**config.mk**
```make
export PLATFORM = sky130hd
export DESIGN_NAME = mem_port_arbiter
export DESIGN_NICKNAME = d
export VERILOG_FILES = /design/src/rtl/mem_port_arbiter.sv
export SDC_FILE = /design/constraint.sdc
export NUM_CORES = 1
export LEC_CHECK = 0
export CAP_MARGIN = 0
export CORE_ASPECT_RATIO = 0.75
export CORE_MARGIN = 2
export CORE_UTILIZATION = 40
export CTS_CLUSTER_SIZE = 40
export DETAILED_ROUTE_END_ITERATION = 10
export PLACE_DENSITY = 0.78
export RECOVER_POWER = 25
export SLEW_MARGIN = 20
export SYNTH_ARGS = -nofsm -noshare
export SYNTH_HDL_FRONTEND = slang
export SYNTH_SLANG_ARGS = --single-unit
export TNS_END_PERCENT = 20
```
**constraint.sdc**
```tcl
create_clock -name clk -period 4.9 [get_ports clk]
set_input_delay 1.47 -clock clk [delete_from_list [all_inputs] [get_ports clk]]
set_output_delay 1.47 -clock clk [all_outputs]
set_load 0.005 [all_outputs]
```
**src/rtl/mem_port_arbiter.sv**
```systemverilog
// Arbitrates the single-ported unified memory between instruction fetch and the
// MEM-stage load/store path; one transaction in flight, fixed read latency.
module mem_port_arbiter #(
    parameter int MEM_LAT  = 2,
    parameter int MAX_WAIT = 4
) (
    input  logic        clk,
    input  logic        rst,
    input  logic        if_req,
    input  logic [31:0] if_addr,
    output logic        if_gnt,
    output logic        if_rvalid,
    output logic [31:0] if_rdata,
    input  logic        d_req,
    input  logic        d_we,
    input  logic [31:0] d_addr,
    input  logic [63:0] d_wdata,
    output logic        d_gnt,
    output logic        d_rvalid,
    output logic [63:0] d_rdata,
    output logic        mem_en,
    output logic        mem_we,
    output logic [31:0] mem_addr,
    output logic [63:0] mem_wdata,
    input  logic [63:0] mem_rdata,
    output logic        busy,
    output logic [1:0]  dbg_state_o
);

    typedef enum logic [1:0] {
        S_IDLE = 2'd0,
        S_CMD  = 2'd1,
        S_WAIT = 2'd2,
        S_RESP = 2'd3
    } state_e;

    localparam logic [3:0] LAT_INIT   = 4'(MEM_LAT);
    localparam logic [3:0] STARVE_MAX = 4'(MAX_WAIT);

    state_e      state_q, state_d;
    logic [3:0]  starve_q, starve_d;
    logic [3:0]  lat_q, lat_d;
    logic [31:0] addr_q, addr_d;
    logic [63:0] wdata_q, wdata_d;
    logic        we_q, we_d;
    logic        src_if_q, src_if_d;
    logic        if_rvalid_q, if_rvalid_d;
    logic        d_rvalid_q, d_rvalid_d;
    logic [31:0] if_rdata_q, if_rdata_d;
    logic [63:0] d_rdata_q, d_rdata_d;
    logic        fetch_wins;

    // Handshake: a requester holds req until it sees gnt; a transfer is accepted in
    // any cycle where req && gnt. gnt is only raised in IDLE and never during reset.
    always_comb begin
        state_d     = state_q;
        starve_d    = starve_q;
        lat_d       = lat_q;
        addr_d      = addr_q;
        wdata_d     = wdata_q;
        we_d        = we_q;
        src_if_d    = src_if_q;
        if_rdata_d  = if_rdata_q;
        d_rdata_d   = d_rdata_q;
        if_rvalid_d = 1'b0;
        d_rvalid_d  = 1'b0;
        if_gnt      = 1'b0;
        d_gnt       = 1'b0;
        fetch_wins  = if_req && (!d_req || starve_q == STARVE_MAX);

        case (state_q)
            S_IDLE: begin
                if (rst && (if_req || d_req)) begin
                    state_d = S_CMD;
                    if (fetch_wins) begin
                        if_gnt   = 1'b1;
                        addr_d   = if_addr;
                        we_d     = 1'b0;
                        src_if_d = 1'b1;
                        starve_d = 4'd0;
                    end else begin
                        d_gnt    = 1'b1;
                        addr_d   = d_addr;
                        we_d     = d_we;
                        wdata_d  = d_wdata;
                        src_if_d = 1'b0;
                        // Only a data grant that overtakes a waiting fetch counts as starvation.
                        if (!if_req) begin
                            starve_d = 4'd0;
                        end else if (starve_q != STARVE_MAX) begin
                            starve_d = starve_q + 4'd1;
                        end
                    end
                end
            end
            S_CMD: begin
                lat_d   = LAT_INIT;
                state_d = S_WAIT;
            end
            S_WAIT: begin
                lat_d = lat_q - 4'd1;
                if (lat_q <= 4'd1) begin
                    state_d = S_RESP;
                    if (src_if_q) begin
                        if_rvalid_d = 1'b1;
                        if_rdata_d  = addr_q[2] ? mem_rdata[63:32] : mem_rdata[31:0];
                    end else begin
                        d_rvalid_d = 1'b1;
                        if (!we_q) begin
                            d_rdata_d = mem_rdata;
                        end
                    end
                end
            end
            S_RESP: begin
                state_d = S_IDLE;
            end
            default: begin
                state_d = S_IDLE;
            end
        endcase
    end

    always_ff @(posedge clk or negedge rst) begin
        if (!rst) begin
            state_q     <= S_IDLE;
            starve_q    <= 4'd0;
            lat_q       <= 4'd0;
            addr_q      <= 32'd0;
            wdata_q     <= 64'd0;
            we_q        <= 1'b0;
            src_if_q    <= 1'b0;
            if_rvalid_q <= 1'b0;
            d_rvalid_q  <= 1'b0;
            if_rdata_q  <= 32'd0;
            d_rdata_q   <= 64'd0;
        end else begin
            state_q     <= state_d;
            starve_q    <= starve_d;
            lat_q       <= lat_d;
            addr_q      <= addr_d;
            wdata_q     <= wdata_d;
            we_q        <= we_d;
            src_if_q    <= src_if_d;
            if_rvalid_q <= if_rvalid_d;
            d_rvalid_q  <= d_rvalid_d;
            if_rdata_q  <= if_rdata_d;
            d_rdata_q   <= d_rdata_d;
        end
    end

    assign mem_en      = (state_q == S_CMD);
    assign mem_we      = mem_en && we_q;
    assign mem_addr    = addr_q;
    assign mem_wdata   = wdata_q;
    assign if_rvalid   = if_rvalid_q;
    assign if_rdata    = if_rdata_q;
    assign d_rvalid    = d_rvalid_q;
    assign d_rdata     = d_rdata_q;
    assign busy        = (state_q != S_IDLE);
    assign dbg_state_o = state_q;

endmodule

```
==> metrics.yaml, run 1 <==
maximum_number_of_pins_on_one_net_before_global_route_repair: 75
top_level_ports: 398
worstHoldPathType: "register to register"
synthesis.instances: 665
power_frac_comb_pct: 43.4
share_of_layout_cells_above_drive_strength_1_pct: 12.8
arrival_time_worst_endpoint_ns: 3.05
maxCapViolations: 3
synthesis.area_sq_um: 8700
mean_instance_size_in_the_synthesized_netlist_sq_um: 13.1
cp_num_buf_inv: 3
clock-root-buffer: "sky130_fd_sc_hd__clkbuf_16"
fraction_of_the_core_area_covered_by_cells_at_the_end_of_the_flow_pct: 63.0
power_density_nw_per_um2: 610
drt_first_pass_iters: 4
drt_iter0_drc: 323
seq_power_share_pct: 37.1
dominantRegCellSynth: "sky130_fd_sc_hd__dfrtp_1"
grt_pass1_wl_um: 40300
antenna_left: 0
share_of_the_synthesized_area_in_the_top_cell_type_pct: 59.3
slowest_delay_ns: 0.59
io_buffer_count: 397
total_power_mw: 8.17
timing.setup.critical_path_class: "input port to primary output"
clock_transition_at_the_register_clock_pins_on_the_worst_setup_and_hold_paths_after_cts_ns: 0.06
final_period_minus_worst_setup_slack_ns: 4.52
remaining_drc_errors: 0
synth_top_area_cell: "sky130_fd_sc_hd__dfrtp_1"
ys_seq_elements: 206
worst_slew_pin_slew_ns: 2.48
cp-end-kind: "primary output"
postRouteWirelength_um: 25900
dp_hpwl_um: 19000
number_of_buffers_created_by_cts: 22
asyncSetResetFlopFracSynth_pct: 100
fillcell_total: 1655
dr_total_vias: 6580
timing.clock.skew_ns: 0.0171
tritoncts_clock_tree: "yes"
synth.distinct_cells: 34
worst_path_required_ns: 3.43
cts.htree.levels: 1
synth.most_common_cell: "sky130_fd_sc_hd__dfrtp_1"
critPathMaxFanout: 5
placement_row_count: 46
ctsHoldBuffers: 0
portion_of_the_post_synthesis_area_used_by_sequential_elements_pct: 59.3
synthesis.yosys.warnings: 0
final.setup.tns_ns: 0
wl_per_cell_um: 19.1
slew_violations: 188
post_cts.resized_instances: 0
final_hold_viol_count: 0
final.setup.worst_slack_ns: 0.382
number_of_endpoints_failing_setup_at_the_final_stage: 0
sinks_on_clock_net: 206
worst_slew_margin_rel_pct: -65.6
cts_buffer_depth: 3
finish.instance_area_sq_um: 13400
initial_utilization_pct: 41.0
cells_along_the_critical_path: "clkdlybuf4s50_1 > o211ai_1 > buf_4 > nor2_4 > clkdlybuf4s50_1"
vias_in_the_first_global_route: 6887
cell_internal_pwr_mw: 5.77
failed_checks: "max-capacitance violations, max-slew violations"
cts_setup_buffers: 0
synth_top_cells_by_count: "206 x sky130_fd_sc_hd__dfrtp_1, 70 x sky130_fd_sc_hd__nand2_1, 69 x sky130_fd_sc_hd__mux2_2, 65 x sky130_fd_sc_hd__a21oi_1, 60 x sky130_fd_sc_hd__mux2_4"
all_layer_global_routing_usage_pct: 22.2
clk_latency_ns: 0.51
worst_path_dominant_cell_family: "buffers and inverters"
power_frac_clock_pct: 19.5
grt_antenna_before_repair: 1
post_place_setup_slack_ns: 0.394
die_outline_area_sq_um: 23000
outcome: "complete, but fails checks"
detailed_place.area_sq_um: 12900
power.leakage_nw: 5.84
flow.area_growth_from_synthesis_pct: 53.9
netSwitchingFraction_pct: 29.4
n_antenna_cell: 0
vdd.ir_drop.worst_uv: 290
synth_area_leaders: "sky130_fd_sc_hd__dfrtp_1 59%, sky130_fd_sc_hd__mux2_4 10%, sky130_fd_sc_hd__mux2_2 8.9%"
postSynthNetCount: 869
die_h_um: 132
floorplan.core_area_sq_um: 21200
die_x_um: 174
fmax_ghz: 0.221
fin_crit_sh_pct: 92.2
final_nets: 1261
setup_repair_after_global_routing_missed_its_margin: "no"
residual_overflow_from_global_routing: 0
cpMostUsedCell: "sky130_fd_sc_hd__clkdlybuf4s50_1"
avgViaCountPerCell: 4.85
critPathLaunchType: "input port"
power.switching_mw: 2.41
routabilityCongestion: 0.817
number_of_flops_mapped_to_enable_cells_by_yosys: 0
crit_slowest_cell: "sky130_fd_sc_hd__clkdlybuf4s50_1"
==> kinds of logic (layout without fill, tap and decap cells) <==
logic type | count (synthesis) | in the layout | synth area share (%)
simple gates | 121 | 121 | 5.72
compound gates | 117 | 117 | 7.22
flops | 206 | 206 | 59.3
fa+ha+maj | 7 | 7 | 1.01
mux | 162 | 162 | 23.1
buf+inv | 52 | 455 | 3.70
==> cell usage in the layout, fill, tap and decap left out <==
cell and n:
sky130_fd_sc_hd__clkdlybuf4s50_1 396, sky130_fd_sc_hd__dfrtp_1 205, sky130_fd_sc_hd__nand2_1 70, sky130_fd_sc_hd__mux2_2 69, sky130_fd_sc_hd__a21oi_1 65, sky130_fd_sc_hd__mux2_1 42, sky130_fd_sc_hd__o21ai_0 41, sky130_fd_sc_hd__nor2_1 35
sky130_fd_sc_hd__mux2i_1 33, sky130_fd_sc_hd__clkbuf_16 22, sky130_fd_sc_hd__mux2_4 18, sky130_fd_sc_hd__buf_4 11, sky130_fd_sc_hd__inv_1 10, sky130_fd_sc_hd__ha_1 7, sky130_fd_sc_hd__clkbuf_1 7, sky130_fd_sc_hd__nand3_1 4
sky130_fd_sc_hd__clkbuf_8 4, sky130_fd_sc_hd__o211ai_1 2, sky130_fd_sc_hd__nor2_4 2, sky130_fd_sc_hd__nand3b_1 2, sky130_fd_sc_hd__or3_1 2, sky130_fd_sc_hd__nor3_1 2, sky130_fd_sc_hd__clkinv_2 2, sky130_fd_sc_hd__nand3b_4 1
sky130_fd_sc_hd__a21boi_4 1, sky130_fd_sc_hd__nor2_2 1, sky130_fd_sc_hd__o2111ai_4 1, sky130_fd_sc_hd__and2_1 1, sky130_fd_sc_hd__a21bo_2 1, sky130_fd_sc_hd__o2bb2ai_1 1, sky130_fd_sc_hd__o22ai_1 1, sky130_fd_sc_hd__a22oi_1 1
sky130_fd_sc_hd__o22a_1 1, sky130_fd_sc_hd__a31oi_1 1, sky130_fd_sc_hd__nand2b_1 1, sky130_fd_sc_hd__a21o_1 1, sky130_fd_sc_hd__clkinv_8 1, sky130_fd_sc_hd__bufinv_16 1, sky130_fd_sc_hd__dfrtp_2 1, sky130_fd_sc_hd__clkbuf_2 1
==> power groups by stage <==
stage,clock (mW),combinational [mW],sequential [mW]
global route,1.71,3.82,3.13
finish,1.59,3.55,3.03
CTS,1.63,3.77,3.04
floorplan,0,1.43,3.07
detailed placement,0,3.75,3.05
global placement,0,3.68,3.00
==> state kept, by name (all words and copies together) (netlist names), 2 cells and up <==
signal       cells
starve_q         4
mem_wdata       64
if_rdata        32
lat_q            4
mem_addr        32
d_rdata         64
dbg_state_o      2
==> worst paths after layout <==
| check | from | end | slack (ns) | cells after the start |
|---|---|---|---|---|
| min | we_q$_DFFE_PN0P_ | we_q$_DFFE_PN0P_ | 0.48 | 2 |
| max | d_req | d_gnt | 0.38 | 5 |
| min in group asynchronous | rst | mem_addr[28]$_DFFE_PN0P_ | 1.62 | 2 |
| max in group asynchronous | rst | mem_addr[14]$_DFFE_PN0P_ | 1.43 | 3 |
| max reg2reg | dbg_state_o[0]$_DFFE_PN0P_ | d_rdata[19]$_DFFE_PN0P_ | 1.12 | 6 |
| min reg2reg | we_q$_DFFE_PN0P_ | we_q$_DFFE_PN0P_ | 0.48 | 2 |
==> layer usage <==
metal / up-vias / track usage [%] / share of wire (%) / wire [um]
met3: 40 / 6.74 / 8.0 / 2070
met5: - / 0 / 0 / 0
li1: 3079 / - / - / -
met4: 0 / 4.81 / 2.1 / 546
met1: 3214 / 28.2 / 41 / 10700
met2: 247 / 37.7 / 49 / 12600
==> worst min-delay path, delay by kind of cell (launching register included) <==
kind | cells | cell delay [ns]
flip-flops | 1 | 0.35
AND/OR/NAND/NOR | 2 | 0.10
==> final cells by class <==
type / instances / area (sq um) / area share, %
inverters: 10 / 37.5 / 0.280
multi-input cells: 407 / 3100 / 23.1
flip-flops and latches: 206 / 5160 / 38.5
clock buffers: 31 / 624 / 4.66
clock inverters: 4 / 56.3 / 0.420
well taps: 288 / 360 / 2.69
repair buffers: 410 / 4060 / 30.3
==> per-stage QoR <==
stage / instances / hold WS [ns]
detailed placement: 1321 / 0.473
floorplan: 665 / 0.440
CTS: 1356 / 0.486
finish: 1356 / 0.481
global route: 1356 / 0.508
global placement: 1321 / 0.461
Note: power is estimated with default switching activity, not from simulation.
==> run 2: changes to the inputs <==
--- a/config.mk
+++ b/config.mk
@@ -5,12 +5,12 @@
 export SDC_FILE = /design/constraint.sdc
 export NUM_CORES = 1
 export LEC_CHECK = 0
-export CAP_MARGIN = 0
 export CORE_ASPECT_RATIO = 0.75
 export CORE_MARGIN = 2
 export CORE_UTILIZATION = 40
 export CTS_CLUSTER_SIZE = 40
 export DETAILED_ROUTE_END_ITERATION = 10
+export HOLD_SLACK_MARGIN = 0.03
 export PLACE_DENSITY = 0.78
 export RECOVER_POWER = 25
 export SLEW_MARGIN = 20
==> results of run 2 <==
No change in the layout: final DEF, timing and power equal those of run 1.
==> run 3: changes to the inputs <==
==> constraint.sdc (replaced) <==
create_clock -name clk -period 4.9 [get_ports clk]
set_input_delay 0.49 -clock clk [delete_from_list [all_inputs] [get_ports clk]]
set_output_delay 0.49 -clock clk [all_outputs]
set_load 0.005 [all_outputs]
==> metrics.yaml, run 3 (same netlist as run 1, synthesis figures left out) <==
timing.clock.skew_ns: 0.0149  # was 0.0171 ns
die_outline_area_sq_um: 23000  # unchanged
critPathMaxFanout: 34  # was 5
tritoncts_clock_tree: "yes"  # unchanged
sinks_on_clock_net: 206  # unchanged
clock_transition_at_the_register_clock_pins_on_the_worst_setup_and_hold_paths_after_cts_ns: 0.06  # about the same
cell_internal_pwr_mw: 6.06  # was 5.77 mW
placement_row_count: 46  # unchanged
slew_violations: 127  # was 188
cp-end-kind: "primary output"  # unchanged
critical_path.reg2reg.startpoint: "lat_q[0]$_DFFE_PN0P_"  # was dbg_state_o[0]$_DFFE_PN0P_
netSwitchingFraction_pct: 28.8  # was 29.4%
worst_slew_margin_rel_pct: -8.01  # was -65.6%
slowest_delay_ns: 0.62  # was 0.59 ns
drt_iter0_drc: 217  # was 323
maxCapViolations: 2  # was 3
cells_along_the_critical_path: "inv_1 > ha_1 > nand3b_4 > a21bo_2 > nor2_1 > clkdlybuf4s50_1"  # was clkdlybuf4s50_1 > o211ai_1 > buf_4 > nor2_4 > clkdlybuf4s50_1
outcome: "complete, but fails checks"  # unchanged
number_of_buffers_created_by_cts: 22  # unchanged
remaining_drc_errors: 0  # unchanged
vdd.ir_drop.worst_uv: 324  # was 290 uV
antenna_left: 0  # unchanged
dp_hpwl_um: 19000  # about the same
regToRegEndpoint: "d_rdata[44]$_DFFE_PN0P_"  # was d_rdata[19]$_DFFE_PN0P_
n_antenna_cell: 0  # unchanged
flow.area_growth_from_synthesis_pct: 56.7  # was 53.9%
number_of_endpoints_failing_setup_at_the_final_stage: 0  # unchanged
critPathLaunchType: "register"  # was input port
fin_crit_sh_pct: 62.2  # was 92.2%
drt_first_pass_iters: 4  # unchanged
worstHoldPathType: "input port to asynchronous set/reset pin"  # was register to register
layout.cells.most_common_list: "396 x sky130_fd_sc_hd__clkdlybuf4s50_1, 205 x sky130_fd_sc_hd__dfrtp_1, 70 x sky130_fd_sc_hd__nand2_1, 69 x sky130_fd_sc_hd__mux2_2, 65 x sky130_fd_sc_hd__a21oi_1"  # unchanged
final_period_minus_worst_setup_slack_ns: 3.05  # was 4.52 ns
floorplan.core_area_sq_um: 21200  # unchanged
all_layer_global_routing_usage_pct: 22.5  # was 22.2%
cts_setup_buffers: 0  # unchanged
fmax_ghz: 0.328  # was 0.221 GHz
wl_per_cell_um: 19.2  # was 19.1 um
power.switching_mw: 2.45  # was 2.41 mW
cts.htree.levels: 1  # unchanged
power.leakage_nw: 6.11  # was 5.84 nW
clk_latency_ns: 0.50  # was 0.51 ns
die_x_um: 174  # unchanged
grt_pass1_wl_um: 40900  # was 40300 um
r2r_cells: 6  # unchanged
cts_buffer_depth: 3  # unchanged
worst_slew_pin_slew_ns: 1.62  # was 2.48 ns
power_frac_comb_pct: 43.5  # was 43.4%
vias_in_the_first_global_route: 7092  # was 6887
final_nets: 1259  # was 1261
grt_antenna_before_repair: 0  # was 1
maximum_number_of_pins_on_one_net_before_global_route_repair: 66  # was 75
clock-root-buffer: "sky130_fd_sc_hd__clkbuf_16"  # unchanged
grt.met1_usage_pct: 28.1  # was 28.2%
ctsHoldBuffers: 1  # was 0
crit_slowest_cell: "sky130_fd_sc_hd__a21bo_2"  # was sky130_fd_sc_hd__clkdlybuf4s50_1
power_frac_clock_pct: 20.6  # was 19.5%
postRouteWirelength_um: 26000  # was 25900 um
post_cts.resized_instances: 0  # unchanged
residual_overflow_from_global_routing: 0  # unchanged
arrival_time_worst_endpoint_ns: 2.56  # was 3.05 ns
r2r_setup_slack_ns: 2.20  # was 1.12 ns
final.setup.tns_ns: 0  # unchanged
io_buffer_count: 397  # unchanged
failed_checks: "max-capacitance violations, max-slew violations"  # unchanged
grt_use_met3_pct: 6.28  # was 6.74%
met2_track_usage_gr_pct: 38.3  # was 37.7%
dr_total_vias: 6625  # was 6580
die_h_um: 132  # unchanged
whs_ns: 0.440  # was 0.481 ns
initial_utilization_pct: 41.0  # unchanged
power_density_nw_per_um2: 624  # was 610 nW/um^2
global_route.peak_usage_layer: "met2"  # unchanged
setup_repair_after_global_routing_missed_its_margin: "no"  # unchanged
final_hold_viol_count: 0  # unchanged
avgViaCountPerCell: 4.88  # was 4.85
timing.setup.critical_path_class: "register to primary output"  # was input port to primary output
top_level_ports: 398  # unchanged
mostFrequentLayoutCell: "sky130_fd_sc_hd__clkdlybuf4s50_1"  # unchanged
worst_path_required_ns: 4.41  # was 3.43 ns
share_of_layout_cells_above_drive_strength_1_pct: 17.2  # was 12.8%
seq_power_share_pct: 35.9  # was 37.1%
routabilityCongestion: 0.859  # was 0.817
## run 3: cell count changes in the layout (fill, tap and decap cells not counted), sizes merged
cell	before	now
buf	11	8
dlygate4sd3	0	1
clkinv	3	5
clkbuf	34	33
bufinv	1	3
## run 3: critical path, delay by kind of cell, from the launching register on
kind            cells  cell delay [ns]
compound gates      1             0.62
fa+ha+maj           1             0.23
buf+inv             2             0.56
flops               1             0.38
simple gates        2             0.27
## run 3: power groups by stage
stage               combinational [mW]  clock [mW]  sequential (mW)
CTS                               3.75        1.78             3.06
global placement                  3.65           0             3.03
detailed placement                3.72           0             3.07
global route                      3.97        1.86             3.16
floorplan                         1.43           0             3.07
finish                            3.70        1.75             3.06
## run 3: metrics by stage
step                      total power [mW]  setup slack [ns]  area, sq um  std cells  utilization (%)
after floorplan                       4.50              3.02         8700        665                -
after global placement                6.68              2.07        12900       1318             60.6
after detailed placement              6.79              2.03        12900       1318             60.6
after CTS                             8.59              1.82        13600       1357             64.2
after global routing                  9.00              1.66        13600       1357             64.2
final                                 8.51              1.85        13600       1357             64.2
## run 3: worst max-delay path by stage
stage                                     startpoint                       to  slack [ns]  cells after the start
after CTS                    starve_q[0]$_DFFE_PN0P_                   if_gnt        1.82                      6
final                        starve_q[0]$_DFFE_PN0P_                   if_gnt        1.85                      6
after detailed placement                       d_req                   if_gnt        2.03                      4
after global routing         starve_q[0]$_DFFE_PN0P_                   if_gnt        1.66                      6
after floorplan           dbg_state_o[0]$_DFFE_PN0P_  d_rdata[10]$_DFFE_PN0P_        3.02                      8
after global placement                         d_req                   if_gnt        2.07                      4
## run 3: final cells by class
cell class	count	area, sq um
clock buffers	30	642
clock inverters	8	119
fillers	1634	7610
inverters	10	37.5
multi-input cells	407	3260
flip-flops and latches	206	5160
well taps	288	360
repair buffers	408	4060
## run 3: metal layers
layer	up-vias	share of wire, %
li1	3073	-
met1	3232	41
met2	275	49
met3	45	7.6
met4	0	2.5
met5	-	0
